--- src/rtl/uart_rx_deserializer.sv ---
// UART receive front end: synchronizes rx, validates the start bit, shifts data in LSB first,
// checks optional parity and the stop bit, and presents each word on a valid/ready handshake.
module uart_rx_deserializer #(
   parameter int DATA_BITS  = 8,
   parameter int OVERSAMPLE = 16,
   parameter int PARITY_EN  = 0,
   parameter int PARITY_ODD = 0
) (
   input  logic                 clk,
   input  logic                 reset,
   input  logic                 sample_tick,
   input  logic                 rx,
   output logic [DATA_BITS-1:0] rx_data,
   output logic                 rx_valid,
   input  logic                 rx_ready,
   output logic                 frame_err,
   output logic                 parity_err,
   output logic                 overrun,
   output logic                 busy
);

   localparam int CNT_W = $clog2(OVERSAMPLE);
   localparam int IDX_W = $clog2(DATA_BITS + 1);
   localparam logic [CNT_W-1:0] CNT_MID  = CNT_W'(OVERSAMPLE / 2 - 1);
   localparam logic [CNT_W-1:0] CNT_LAST = CNT_W'(OVERSAMPLE - 1);
   localparam logic [IDX_W-1:0] IDX_LAST = IDX_W'(DATA_BITS - 1);
   localparam logic             ODD      = (PARITY_ODD != 0);

   typedef enum logic [2:0] {
      S_IDLE,
      S_START,
      S_DATA,
      S_PARITY,
      S_STOP
   } state_t;

   function automatic logic parity_mismatch(input logic [DATA_BITS-1:0] data, input logic pbit);
      return (^data) ^ pbit ^ ODD;
   endfunction

   logic                 rx_meta_q, rx_s_q;
   state_t               state_q, state_d;
   logic [CNT_W-1:0]     cnt_q, cnt_d;
   logic [IDX_W-1:0]     idx_q, idx_d;
   logic [DATA_BITS-1:0] shift_q, shift_d;
   logic                 perr_pend_q, perr_pend_d;
   logic [DATA_BITS-1:0] rx_data_q, rx_data_d;
   logic                 rx_valid_q, rx_valid_d;
   logic                 frame_err_q, frame_err_d;
   logic                 parity_err_q, parity_err_d;
   logic                 overrun_q, overrun_d;

   always_comb begin
      state_d      = state_q;
      cnt_d        = cnt_q;
      idx_d        = idx_q;
      shift_d      = shift_q;
      perr_pend_d  = perr_pend_q;
      rx_data_d    = rx_data_q;
      rx_valid_d   = rx_valid_q;
      frame_err_d  = frame_err_q;
      parity_err_d = parity_err_q;
      overrun_d    = 1'b0;

      if (rx_valid_q && rx_ready) begin
         rx_valid_d = 1'b0;
      end

      if (sample_tick) begin
         cnt_d = cnt_q + 1'b1;
         case (state_q)
            S_IDLE: begin
               cnt_d = '0;
               if (!rx_s_q) begin
                  state_d = S_START;
               end
            end
            S_START: begin
               // A start bit that is high again at its midpoint was a glitch.
               if (cnt_q == CNT_MID) begin
                  cnt_d   = '0;
                  idx_d   = '0;
                  state_d = rx_s_q ? S_IDLE : S_DATA;
               end
            end
            S_DATA: begin
               if (cnt_q == CNT_LAST) begin
                  shift_d = {rx_s_q, shift_q[DATA_BITS-1:1]};
                  idx_d   = idx_q + 1'b1;
                  if (idx_q == IDX_LAST) begin
                     cnt_d   = '0;
                     state_d = (PARITY_EN != 0) ? S_PARITY : S_STOP;
                  end
               end
            end
            S_PARITY: begin
               if (cnt_q == CNT_LAST) begin
                  perr_pend_d = parity_mismatch(shift_q, rx_s_q);
                  cnt_d       = '0;
                  state_d     = S_STOP;
               end
            end
            S_STOP: begin
               // Leave at mid stop bit so a directly following start bit is caught.
               if (cnt_q == CNT_LAST) begin
                  cnt_d   = '0;
                  state_d = S_IDLE;
                  if (!rx_valid_q || rx_ready) begin
                     rx_data_d    = shift_q;
                     frame_err_d  = ~rx_s_q;
                     parity_err_d = (PARITY_EN != 0) ? perr_pend_q : 1'b0;
                     rx_valid_d   = 1'b1;
                  end else begin
                     overrun_d = 1'b1;
                  end
               end
            end
            default: begin
               cnt_d   = '0;
               state_d = S_IDLE;
            end
         endcase
      end
   end

   always_ff @(posedge clk) begin
      if (reset) begin
         rx_meta_q    <= 1'b1;
         rx_s_q       <= 1'b1;
         state_q      <= S_IDLE;
         cnt_q        <= '0;
         idx_q        <= '0;
         shift_q      <= '0;
         perr_pend_q  <= 1'b0;
         rx_data_q    <= '0;
         rx_valid_q   <= 1'b0;
         frame_err_q  <= 1'b0;
         parity_err_q <= 1'b0;
         overrun_q    <= 1'b0;
      end else begin
         rx_meta_q    <= rx;
         rx_s_q       <= rx_meta_q;
         state_q      <= state_d;
         cnt_q        <= cnt_d;
         idx_q        <= idx_d;
         shift_q      <= shift_d;
         perr_pend_q  <= perr_pend_d;
         rx_data_q    <= rx_data_d;
         rx_valid_q   <= rx_valid_d;
         frame_err_q  <= frame_err_d;
         parity_err_q <= parity_err_d;
         overrun_q    <= overrun_d;
      end
   end

   assign rx_data    = rx_data_q;
   assign rx_valid   = rx_valid_q;
   assign frame_err  = frame_err_q;
   assign parity_err = parity_err_q;
   assign overrun    = overrun_q;
   assign busy       = (state_q != S_IDLE);

endmodule

--- config.mk ---
export PLATFORM = sky130hd
export DESIGN_NAME = uart_rx_deserializer
export DESIGN_NICKNAME = d
export VERILOG_FILES = /design/src/rtl/uart_rx_deserializer.sv
export SDC_FILE = /design/constraint.sdc
export NUM_CORES = 1
export LEC_CHECK = 0
export ABC_AREA = 1
export CAP_MARGIN = 20
export CORE_UTILIZATION = 54
export DETAILED_ROUTE_END_ITERATION = 6
export PLACE_DENSITY = 0.85
export SYNTH_ARGS = -nofsm -noshare
export SYNTH_HDL_FRONTEND = slang
export SYNTH_SLANG_ARGS = --single-unit
--- constraint.sdc ---
create_clock -name clk -period 1.95 [get_ports clk]
set_clock_uncertainty 0.1 [all_clocks]
set_input_delay 0.2925 -clock clk [delete_from_list [all_inputs] [get_ports clk]]
set_output_delay 0.2925 -clock clk [all_outputs]
set_load 0.05 [all_outputs]
Yosys cells after proc, flatten, opt, wreduce, memory -nomap -nowiden --
Index checks and enable logic that the tools add are counted.
Storage, ports and cells: logic and storage cells 63, output and inout bits 13, input port bits 5, register bits after elaboration 32
Operators by class: equality and inequality tests 13, reductions and logical operators 12, muxes and demuxes 22, bitwise gates (word level) 4, add/subtract/negate cells 2
Operators by type and width (count):
- 4-bit two-way mux | 6
- 3-bit two-way mux | 6
- 3-bit one-hot mux with 5 select lines | 1
- 2-bit != test, second input constant | 6
- 4-bit one-hot mux with 3 select lines | 1
- 4-bit by 1-bit adder with 4-bit output, second input constant | 2
- 4-bit by 3-bit equality test with 1-bit output, second input constant | 2
- 4-bit one-hot mux with 2 select lines | 1
- 4-bit AND reduction | 2
- 7-bit AND reduction | 1
- 3-bit by 2-bit equality test with 1-bit output, second input constant | 2
- 1-bit two-way mux | 6
- 4-bit equality test, second input constant | 1
- 1-bit NOT | 4
- 4-bit OR reduction | 1
- 3-bit by 1-bit equality test with 1-bit output, second input constant | 1
- 3-bit equality test, second input constant | 1
- 3-bit zero test | 1
- 3-bit AND reduction | 1
- 3-bit nonzero test | 1
- 2-bit two-way mux | 1
- 2-bit nonzero test | 1
- 2-bit OR reduction | 1
- 1-bit logical AND | 1
- other kinds (2) | 2

Logic depth before layout (Yosys ltp) --
depth in word-level cells 6, mapped depth 9, mapped depth without buffers 9

Least setup slack after synthesis --
No wires, ideal clock.
path type register to register, start reg state_q[1], end reg cnt_q[3], period minus slack after synthesis 1510 ps, required time 1780 ps, slack 440 ps, stages on the path, launching flop included 7, buffers on the path 0, arrival 1340 ps, setup time 70 ps, cells stage by stage dfxtp_1 > nor2_2 > nand2_1 > nand2_1 > nor2_2 > nand3_1 > a21oi_1
On the way: longest elaborated chain between the ends 3, elaborated cells between the ends (all ways) 6, classes of those cells eq/ne: 4; mux: 1; reduce/logical: 1
Ends and longest elaborated chain:
- from (decl) | line 42 | state_t state_q, state_d;
- from (signal assigned) | line 143 | state_q <= state_d;
- 3-bit equality test / 3-bit by 2-bit equality test with 1-bit output (equally long branches)
- 2-bit OR reduction (no line)
- 4-bit one-hot mux with 3 select lines (*) | line 71 | case (state_q)
- to (signal assigned) | line 144 | cnt_q <= cnt_d;
- to (decl) | line 43 | logic [CNT_W-1:0] cnt_q, cnt_d;
Mark *: on every way between the ends. The rest lies on a longest branch, timed or not. A chain may end at the register's enable or synchronous reset.

Worst setup path after layout --
start reg rx_data_q[1], in the netlist rx_data[1], end out rx_data[1]
RTL lines:
- from (decl) | line 47 | logic [DATA_BITS-1:0] rx_data_q, rx_data_d;
- from (signal assigned) | line 148 | rx_data_q <= rx_data_d;
- to (decl) | line 13 | output logic [DATA_BITS-1:0] rx_data,
No word-level cell between the ends.

==> PnR_summary.wiki <==
{| class="wikitable"
! Metric !! Value
|-
| Result of the run || complete, no violations
|-
| Total Die Area || 3053 um^2
|-
| Max-capacitance violation count || 0
|-
| Width of the chip || 55.26 um
|-
| Source of the worst register-to-register timing path || cnt_q[1]
|-
| Clock H-tree levels || 2
|-
| Seq/Total Area, Yosys || 41.83%
|-
| Data required time of the critical path || 1.56 ns
|-
| Mean number of vias per cell || 5.072
|-
| Core region area || 2567 um^2
|-
| Leading cell types in the layout, fill and taps excluded || sky130_fd_sc_hd__nor2_1, sky130_fd_sc_hd__dfxtp_1, sky130_fd_sc_hd__nand2_1
|-
| Critical path buffer and inverter count || 1
|-
| Total vias in the final route || 1268
|-
| Global-route wire length before repair || 4899 um
|-
| Maximum achievable frequency || 530.5 MHz
|-
| Power Total || 1.829 mW
|-
| Mapped Nets || 206
|-
| Cell Area, Synth || 1531 um^2
|-
| Post-route ant nets || 0
|-
| TritonCTS Buffers || 5
|-
| Largest incremental delay on the critical path || 0.80 ns
|-
| Arrival time of the worst setup path || 1.49 ns
|-
| Largest area contributor in the synthesized netlist || sky130_fd_sc_hd__dfxtp_1
|-
| Path category of the worst min-delay check || register to register
|-
| Detailed Place HPWL || 2071 um
|-
| CP cell instances || clkdlybuf4s50_1
|-
| Number of antenna violations at the first check in global routing || 0
|-
| Number of storage elements in the synthesis netlist || 32
|-
| Number of standard cells after synthesis || 199
|-
| Vertical die dimension || 55.26 um
|-
| Number of buffers inserted by port buffering || 16
|-
| # resized after CTS || 0
|-
| Bufs on Longest Clock Path || 2
|-
| Syn avg cell area || 7.696 um^2
|-
| Wire per inst || 11.25 um
|-
| Crit-path max FO || 2
|-
| Final min period || 1.885 ns
|-
| Endpoint class of the critical path || output pin
|-
| Wirelength, routed || 2813 um
|-
| Fraction of layout instances using a drive strength above 1 || 17.73%
|-
| Clock-pin slew of the registers on the worst-case setup and hold paths || 0.10 ns
|-
| Total count of max-transition violations in the final report || 0
|-
| Setup repair after global routing missed its margin || no
|-
| Number of top-level design ports || 18
|-
| Setup crit start || rx_data[1]
|-
| Measured slew at the worst slew-check pin || 0.5084 ns
|-
| Pin count of the biggest net entering global routing || 25
|-
| Most common library cell in the layout ignoring fill and taps || sky130_fd_sc_hd__nor2_1
|-
| PwrDens || 1013 nW/um^2
|-
| Remaining routing DRC violations || 0
|-
| Post-synthesis to final-layout area growth || 17.89%
|-
| Final critical-path share of the clock period || 96.66%
|-
| Portion of synthesized cell area occupied by the leading cell type || 41.83%
|-
| Number of warnings reported in the yosys synthesis log || 0
|-
| # diodes || 0
|-
| Critical-path top delay cell || sky130_fd_sc_hd__clkdlybuf4s50_1
|-
| Final weighted congestion of routability-driven global placement || 0.8656
|-
| Peak ir drop on the vdd network || 1.262 mV
|-
| Total track usage || 20.92%
|-
| Count of hold buffers inserted by post-cts repair || 0
|-
| Total iterations of the first detailed-routing run || 5
|-
| Setup crit start kind || register
|-
| First DRT Iteration DRCs || 21
|-
| Final setup violating endpoints || 0
|-
| Starting utilization of the core area || 59.65%
|-
| Total overflow reported by the global router || 0
|-
| Worst-Skew Late Latency || 0.33 ns
|-
| Worst slew margin relative to its limit || 66.05%
|-
| Fill cell count || 218
|-
| Setup TNS || 0 ns
|-
| Critical path start-end classification || register to output pin
|-
| Top cells by area in the synthesized netlist || sky130_fd_sc_hd__dfxtp_1, sky130_fd_sc_hd__nor2_1, sky130_fd_sc_hd__nand2_1, sky130_fd_sc_hd__inv_1, sky130_fd_sc_hd__a21oi_1
|-
| Cell family contributing the most delay on the critical path || buffers and inverters
|-
| TritonCTS sink count || 32
|-
| Number of hold violations in the final report || 0
|-
| Root buf cell || sky130_fd_sc_hd__clkbuf_4
|-
| Clock tree from TritonCTS || done
|-
| Number of global-route vias before repair || 1136
|-
| Worst Hold Launch || rx_meta_q
|-
| Postcts setup bufs || 0
|-
| Placement row count || 18
|-
| Final net count || 226
|-
| Leakage power total || 0.7615 nW
|-
| Post-synthesis cell type count || 31
|}
[flip-flops by register name, summed over array words and instances (netlist names)]
register,count
state_q,3
cnt_q,4
rx_s_q,1
overrun,1
rx_meta_q,1
frame_err,1
rx_valid,1
idx_q,4
shift_q,8
rx_data,8
[stage by stage]
step,instance area (um^2),util [%],worst slack [ns],hold WS [ns],instances
global placement,1723,67.11,0.2180,0.2971,242
global route,1805,70.32,0.008725,0.3403,250
CTS,1803,70.22,0.04280,0.3347,250
floorplan,1531,-,0.4403,0.2895,199
finish,1805,70.32,0.06509,0.3301,250
detailed placement,1723,67.11,0.1172,0.2945,242
[report_power, final]
| part | internal, mW | leakage, nW | switching, mW | total [mW] |
|---|---|---|---|---|
| sequential | 0.688 | 0.259 | 0.0472 | 0.735 |
| clock | 0.267 | 0.0412 | 0.233 | 0.500 |
| combinational | 0.215 | 0.462 | 0.379 | 0.594 |
[final cells by class]
cell class / count / area, um^2 / share of cell area, %
sequential: 32 / 640.6 / 35.48
multi-input combinational: 134 / 745.7 / 41.30
inverter: 28 / 113.9 / 6.306
timing repair buffer: 18 / 187.7 / 10.40
clock inverter: 3 / 42.54 / 2.356
tap: 30 / 37.54 / 2.079
clock buffer: 5 / 37.54 / 2.079
[path summary, 6_finish.rpt]
path | end | slack [ns] | cells after the start
worst min register to register | rx_s_q | 0.33 | 1
worst max-delay path | rx_data[1] | 0.07 | 1
worst max register to register | rx_data[6] | 0.36 | 8
worst min-delay path | rx_s_q | 0.33 | 1
[synth_stat cells]
library cell,number
sky130_fd_sc_hd__a21oi_1,12
sky130_fd_sc_hd__a21oi_2,3
sky130_fd_sc_hd__buf_2,1
sky130_fd_sc_hd__buf_4,1
sky130_fd_sc_hd__buf_6,1
sky130_fd_sc_hd__clkbuf_1,2
sky130_fd_sc_hd__clkinv_2,1
sky130_fd_sc_hd__clkinv_4,1
sky130_fd_sc_hd__conb_1,1
sky130_fd_sc_hd__dfxtp_1,32
sky130_fd_sc_hd__ha_1,2
sky130_fd_sc_hd__inv_1,24
sky130_fd_sc_hd__inv_2,1
sky130_fd_sc_hd__inv_4,1
sky130_fd_sc_hd__nand2_1,25
sky130_fd_sc_hd__nand2_2,3
sky130_fd_sc_hd__nand2_4,3
sky130_fd_sc_hd__nand3_1,8
sky130_fd_sc_hd__nand3_2,2
sky130_fd_sc_hd__nand3_4,2
sky130_fd_sc_hd__nand4_1,2
sky130_fd_sc_hd__nand4_4,1
sky130_fd_sc_hd__nor2_1,35
sky130_fd_sc_hd__nor2_2,3
sky130_fd_sc_hd__nor2_4,4
sky130_fd_sc_hd__nor3b_1,1
sky130_fd_sc_hd__o21ai_0,12
sky130_fd_sc_hd__o21ai_1,11
sky130_fd_sc_hd__o21ai_4,1
sky130_fd_sc_hd__or2_2,2
sky130_fd_sc_hd__xnor2_1,1
[routing by layer]
metal / track usage (%) / up-vias / wire length (um)
met5: 0 / - / 0
met4: 11.79 / 0 / 72
met2: 33.22 / 25 / 1313
met3: 7.728 / 7 / 129
met1: 24.19 / 566 / 1299
li1: - / 670 / -
[cell families after synthesis]
group,Yosys count,share of synthesized area (%)
and+or+nand+nor,91,32.03
AOI/OAI and AO/OA,39,14.22
buffers and inverters,33,9.477
DFF,32,41.83
adders and majority gates,2,1.634
xor gates and xnor gates,1,0.5720
other,1,0.2449
Power figures use the tool's default switching activity.
